### config.mk
export PLATFORM = sky130hd
export DESIGN_NAME = cpu6_intc_flat
export DESIGN_NICKNAME = d
export VERILOG_FILES = /design/src/rtl/cpu6_intc_if.sv /design/src/rtl/cpu6_intc.sv /design/src/flat_wrapper.sv
export SDC_FILE = /design/constraint.sdc
export NUM_CORES = 1
export LEC_CHECK = 0
export BUFFER_PORTS_ARGS = -buffer_cell sky130_fd_sc_hd__buf_4
export CAP_MARGIN = 20
export CORE_MARGIN = 5
export CORE_UTILIZATION = 43
export CTS_BUF_LIST = sky130_fd_sc_hd__clkbuf_8
export DETAILED_ROUTE_END_ITERATION = 10
export GPL_ROUTABILITY_DRIVEN = 0
export PLACE_DENSITY = 0.85
export SETUP_SLACK_MARGIN = 0.2
export SYNTH_ARGS = -nofsm -noshare
export SYNTH_HDL_FRONTEND = slang
export SYNTH_SLANG_ARGS = --single-unit
### constraint.sdc
create_clock -name clk -period 2.6 [get_ports clk]
set_clock_uncertainty 0.1 [all_clocks]
set_input_delay 0.52 -clock clk [delete_from_list [all_inputs] [get_ports clk]]
set_output_delay 0.52 -clock clk [all_outputs]
set_load 0.05 [all_outputs]
### src/rtl/cpu6_intc_if.sv
// Bus between the core and the machine-mode interrupt controller.
// The core side (master) drives the raw lines, enable writes and trap
// handshake. The controller side (slave) returns the request, its cause
// and the readable mip/mie views.
interface cpu6_intc_if #(
  parameter int NIRQ = 4,
  parameter int XLEN = 32
);
  logic [NIRQ-1:0] irq_i;
  logic            en_we;
  logic [NIRQ-1:0] en_wdata;
  logic            csr_mie;
  logic            irq_ack;
  logic            mret;
  logic            irq_req;
  logic [XLEN-1:0] irq_cause;
  logic            in_service;
  logic [NIRQ-1:0] pend_o;
  logic [NIRQ-1:0] en_o;

  modport master (
    output irq_i, en_we, en_wdata, csr_mie, irq_ack, mret,
    input  irq_req, irq_cause, in_service, pend_o, en_o
  );

  modport slave (
    input  irq_i, en_we, en_wdata, csr_mie, irq_ack, mret,
    output irq_req, irq_cause, in_service, pend_o, en_o
  );
endinterface

### src/rtl/cpu6_intc.sv
// Machine-mode interrupt controller for NIRQ sources.
// Each source latches pending state in edge or level mode. Pending state is
// masked by the per-source enables and the global MIE. A fixed-priority pick
// (index 0 highest) raises one request. The request is held until the core
// acks it, and then nothing new is raised until mret, so traps never nest.
module cpu6_intc #(
  parameter int              NIRQ       = 4,
  parameter int              XLEN       = 32,
  parameter logic [NIRQ-1:0] EDGE_MASK  = '0,
  parameter int              CAUSE_BASE = 16
) (
  input  logic         clk,
  input  logic         reset,
  cpu6_intc_if.slave   bus
);

  localparam int IDXW = (NIRQ > 1) ? $clog2(NIRQ) : 1;
  localparam logic [XLEN-1:0] CAUSE_MSB = {1'b1, {(XLEN-1){1'b0}}};

  typedef enum logic [1:0] {
    IDLE  = 2'd0,
    REQ   = 2'd1,
    INSVC = 2'd2
  } state_t;

  state_t          state_reg, state_next;
  logic [NIRQ-1:0] irq_q_reg;
  logic [NIRQ-1:0] pend_reg, pend_next;
  logic [NIRQ-1:0] en_reg;
  logic [NIRQ-1:0] clr;
  logic [NIRQ-1:0] elig;
  logic [IDXW-1:0] win_reg, win_next;
  logic [IDXW-1:0] winner;
  logic [XLEN-1:0] cause_reg, cause_next;

  assign elig = pend_reg & en_reg;

  // Per-source pending update. An edge source keeps its bit until the trap
  // for it is taken, but a fresh rise on that same edge re-arms it. A level
  // source simply follows its line, so clears do not apply to it.
  for (genvar gi = 0; gi < NIRQ; gi++) begin : g_src
    if (EDGE_MASK[gi]) begin : g_edge
      assign pend_next[gi] = (pend_reg[gi] & ~clr[gi])
                           | (bus.irq_i[gi] & ~irq_q_reg[gi]);
    end else begin : g_level
      assign pend_next[gi] = bus.irq_i[gi];
    end
  end

  // Fixed priority encoder: the lowest eligible index wins. The loop runs
  // downward so that the last match, which is the lowest index, is kept.
  always_comb begin
    winner = '0;
    for (int i = NIRQ - 1; i >= 0; i--) begin
      if (elig[i]) begin
        winner = IDXW'(i);
      end
    end
  end

  // Next state and cause. The cause is captured when the request is raised
  // and is held through servicing. clr pulses only on the ack edge.
  always_comb begin
    state_next = state_reg;
    win_next   = win_reg;
    cause_next = cause_reg;
    clr        = '0;
    case (state_reg)
      IDLE: begin
        if (bus.csr_mie && (|elig)) begin
          state_next = REQ;
          win_next   = winner;
          cause_next = CAUSE_MSB | (XLEN'(CAUSE_BASE) + XLEN'(winner));
        end
      end
      REQ: begin
        if (bus.irq_ack) begin
          state_next = INSVC;
          for (int i = 0; i < NIRQ; i++) begin
            clr[i] = (win_reg == IDXW'(i));
          end
        end
      end
      INSVC: begin
        if (bus.mret) begin
          state_next = IDLE;
          cause_next = '0;
        end
      end
      default: begin
        state_next = IDLE;
        cause_next = '0;
      end
    endcase
  end

  // State, capture flops and the enable register.
  always_ff @(posedge clk) begin
    if (reset) begin
      state_reg <= IDLE;
      win_reg   <= '0;
      cause_reg <= '0;
      irq_q_reg <= '0;
      pend_reg  <= '0;
      en_reg    <= '0;
    end else begin
      state_reg <= state_next;
      win_reg   <= win_next;
      cause_reg <= cause_next;
      irq_q_reg <= bus.irq_i;
      pend_reg  <= pend_next;
      if (bus.en_we) begin
        en_reg <= bus.en_wdata;
      end
    end
  end

  assign bus.irq_req    = (state_reg == REQ);
  assign bus.in_service = (state_reg == INSVC);
  assign bus.irq_cause  = cause_reg;
  assign bus.pend_o     = pend_reg;
  assign bus.en_o       = en_reg;

endmodule

### src/flat_wrapper.sv
// flat-port wrapper written by rule: the top's interface ports become plain ports
module cpu6_intc_flat 
#(
  parameter int              NIRQ       = 4,
  parameter int              XLEN       = 32,
  parameter logic [NIRQ-1:0] EDGE_MASK  = '0,
  parameter int              CAUSE_BASE = 16
)
  (clk, reset, bus_irq_i, bus_en_we, bus_en_wdata, bus_csr_mie, bus_irq_ack, bus_mret, bus_irq_req, bus_irq_cause, bus_in_service, bus_pend_o, bus_en_o);
  cpu6_intc_if #(.NIRQ(NIRQ), .XLEN(XLEN)) bus_i ();
  input  logic clk;
  input  logic reset;
  input wire logic [$bits(bus_i.irq_i)-1:0] bus_irq_i;
  input wire logic [$bits(bus_i.en_we)-1:0] bus_en_we;
  input wire logic [$bits(bus_i.en_wdata)-1:0] bus_en_wdata;
  input wire logic [$bits(bus_i.csr_mie)-1:0] bus_csr_mie;
  input wire logic [$bits(bus_i.irq_ack)-1:0] bus_irq_ack;
  input wire logic [$bits(bus_i.mret)-1:0] bus_mret;
  output wire logic [$bits(bus_i.irq_req)-1:0] bus_irq_req;
  output wire logic [$bits(bus_i.irq_cause)-1:0] bus_irq_cause;
  output wire logic [$bits(bus_i.in_service)-1:0] bus_in_service;
  output wire logic [$bits(bus_i.pend_o)-1:0] bus_pend_o;
  output wire logic [$bits(bus_i.en_o)-1:0] bus_en_o;
  assign bus_i.irq_i = bus_irq_i;
  assign bus_i.en_we = bus_en_we;
  assign bus_i.en_wdata = bus_en_wdata;
  assign bus_i.csr_mie = bus_csr_mie;
  assign bus_i.irq_ack = bus_irq_ack;
  assign bus_i.mret = bus_mret;
  assign bus_irq_req = bus_i.irq_req;
  assign bus_irq_cause = bus_i.irq_cause;
  assign bus_in_service = bus_i.in_service;
  assign bus_pend_o = bus_i.pend_o;
  assign bus_en_o = bus_i.en_o;
  cpu6_intc #(.NIRQ(NIRQ), .XLEN(XLEN), .EDGE_MASK(EDGE_MASK), .CAUSE_BASE(CAUSE_BASE)) u_core (.clk(clk), .reset(reset), .bus(bus_i));
endmodule
==> reports/qor.yml <==
run_status:
  run_status: "complete, no violations"
cts:
  ctsHoldBuffers: 0
  h-tree-depth: 1
  clock_sinks: 13
  clock_path_buffers: 2
  cts_tree: "built"
  clkTransAtPathRegs_ps: 50
  post_cts_buffers: 0
  cts_made_buffers: 3
  cts_root_buffer: "clkbuf_8"
  clock_latency_ps: 240
  cts_resized: 0
global_route:
  grt_max_degree: 14
  grt_pass1_vias: 509
  groute.usage.overall_pct: 11.5
  grt_pass1_wl_mm: 2.17
  antenna_found_initial: 0
  grt_overflow: 0
logic_synthesis:
  ys_warn_count: 0
  synth_cell_types: 22
  netlist_instances: 84
  avgSynthCellArea_um2: 8.77
  syn_area_um2: 737
  synth-seq-area-share_pct: 35.3
  yosys.area.top_type: "dfxtp_1"
  synth_top_cell_area_share_pct: 35.3
  synth_area_leaders: "dfxtp_1, buf_4, mux2i_1, nor2b_1, a22oi_2"
  synth_seq_cells: 13
worst_setup_path:
  path_max_fanout: 6
  worstPathRequired_ps: 1980
  critPathLaunchType: "register"
  cp_slowest_cell: "dfxtp_1"
  crit_path_end_kind: "primary output"
  cp_cell_sequence: "and2b_1, buf_4"
  path_class: "register to primary output"
  rrSetupSlack_ps: 1220
  crit_arrival_ps: 1080
  cp_slowest_stage_delay_ps: 410
die:
  die_w_um: 51.4
  fp.dieH_um: 51.4
  die_area_um2: 2640
  rows: 15
  ioPinCount: 56
  start_util_pct: 44.1
  fp.coreArea_um2: 1670
min_path:
  hold_class: "register to register"
job:
  cap_violations: 0
layout:
  final_nets: 126
  fillers: 138
  diodes: 0
  drive_above_1_share_pct: 28.8
  fin_area_um2: 882
  synthToLayoutAreaGrowth_pct: 19.7
placement:
  placed_cell_area_um2: 837
  port_buffers: 27
  dpl.hpwl_mm: 1.21
drt:
  ant_nets: 0
  first_pass_iters: 4
  drt-total-wl_mm: 1.50
  vias: 567
  vias_per_cell: 4.43
  wire_per_inst_um: 11.7
  drt_iter0_drc: 4
  drc: 0
timing:
  fin_tns_setup_ps: 0
  period_minus_slack_ps: 1700
  fin_crit_sh_pct: 65.5
  drv_slew: 0
  setup_viol: 0
  rsz0062_at_grt: "no"
  fmax_mhz: 587
  hold_viol: 0
pwr:
  power_density_nw_per_um2: 659
  peakVddDrop_mv: 0.430
  p_leak_nw: 0.455
==> Yosys cell counts <==
| cell | instances |
|---|---|
| mux2i_1 | 4 |
| and3_1 | 1 |
| a21oi_1 | 1 |
| conb_1 | 1 |
| nand2_1 | 6 |
| o21ai_1 | 1 |
| nor2_1 | 6 |
| o21ai_0 | 1 |
| or3b_1 | 1 |
| clkbuf_1 | 1 |
| a22oi_2 | 2 |
| a31oi_1 | 1 |
| dfxtp_1 | 13 |
| buf_4 | 29 |
| a32oi_1 | 1 |
| inv_1 | 3 |
| a32o_1 | 1 |
| a22o_1 | 1 |
| nor2b_1 | 6 |
| o32ai_1 | 2 |
| and2b_1 | 1 |
| buf_1 | 1 |
==> stage by stage <==
stage                     util (%)  hold WS [ps]  worst slack [ps]  std cells  power (mW)
final                         52.8           384               897        128       0.581
after global routing          52.8           407               862        128       0.602
after CTS                     52.8           384               916        128       0.580
after detailed placement      50.1           376              1010        124       0.408
after global placement        50.1           374              1070        124       0.405
after floorplan                  -           461               897        111       0.404
==> layout by cell type (no fill, tap or decap) <==
cell type  synthesis  layout
o32ai_1            2       2
or3b_1             1       1
dfxtp_1           13      13
nor2_1             6       6
nor2b_1            6       6
a32oi_1            1       1
a22oi_2            2       2
a32o_1             1       1
a31oi_1            1       1
and2b_1            1       1
o21ai_0            1       1
conb_1             1      28
o21ai_1            1       1
a21oi_1            1       1
mux2i_1            4       4
inv_1              3       4
and3_1             1       1
a22o_1             1       1
buf_4             29      27
nand2_1            6       6
clkbuf_8           0       3
==> layout make-up <==
cell class | count | area, um^2 | share of cell area [%]
Multi-Input combinational cell | 64 | 342 | 38.7
Sequential cell | 13 | 260 | 29.5
Timing Repair Buffer | 27 | 203 | 23.0
Clock buffer | 3 | 41.3 | 4.68
Tap cell | 17 | 21.3 | 2.41
Inverter | 3 | 11.3 | 1.28
Clock inverter | 1 | 3.75 | 0.426
==> layer usage <==
metal | vias up | track usage, % | share of wire [%]
li1 | 275 | - | -
met1 | 251 | 11.7 | 36
met2 | 36 | 18.6 | 50
met3 | 5 | 4.96 | 11
met4 | 0 | 7.86 | 2.1
met5 | - | 0 | 0
==> kinds of logic after synthesis <==
kind of cell | synth area share [%]
AO/OA/AOI/OAI | 12.4
other | 0.509
buffers and inverters | 32.1
flip-flops | 35.3
AND/OR/NAND/NOR | 14.3
multiplexers | 5.43
==> where the power goes <==
part | leakage [nW] | internal [mW] | switching, mW | total [mW]
logic | 0.321 | 0.0379 | 0.148 | 0.186
registers | 0.107 | 0.209 | 0.0103 | 0.220
clock network | 0.0269 | 0.104 | 0.0717 | 0.176
==> worst max-delay path, delay by kind of cell (launching register included) <==
kind / cells / cell delay [ps]
buffers and inverters: 1 / 190
DFF: 1 / 410
and+or+nand+nor: 1 / 230
==> path summary, 6_finish.rpt <==
| kind | start | end | cells past startpoint |
|---|---|---|---|
| min | u_core.bus.irq_cause[1] | u_core.bus.irq_cause[1] | 2 |
| min reg2reg | u_core.bus.irq_cause[1] | u_core.bus.irq_cause[1] | 2 |
| max reg2reg | u_core.state_reg[1] | u_core.bus.irq_cause[0] | 4 |
| max | u_core.state_reg[1] | bus_irq_req | 2 |
Power figures use the tool's default switching activity.
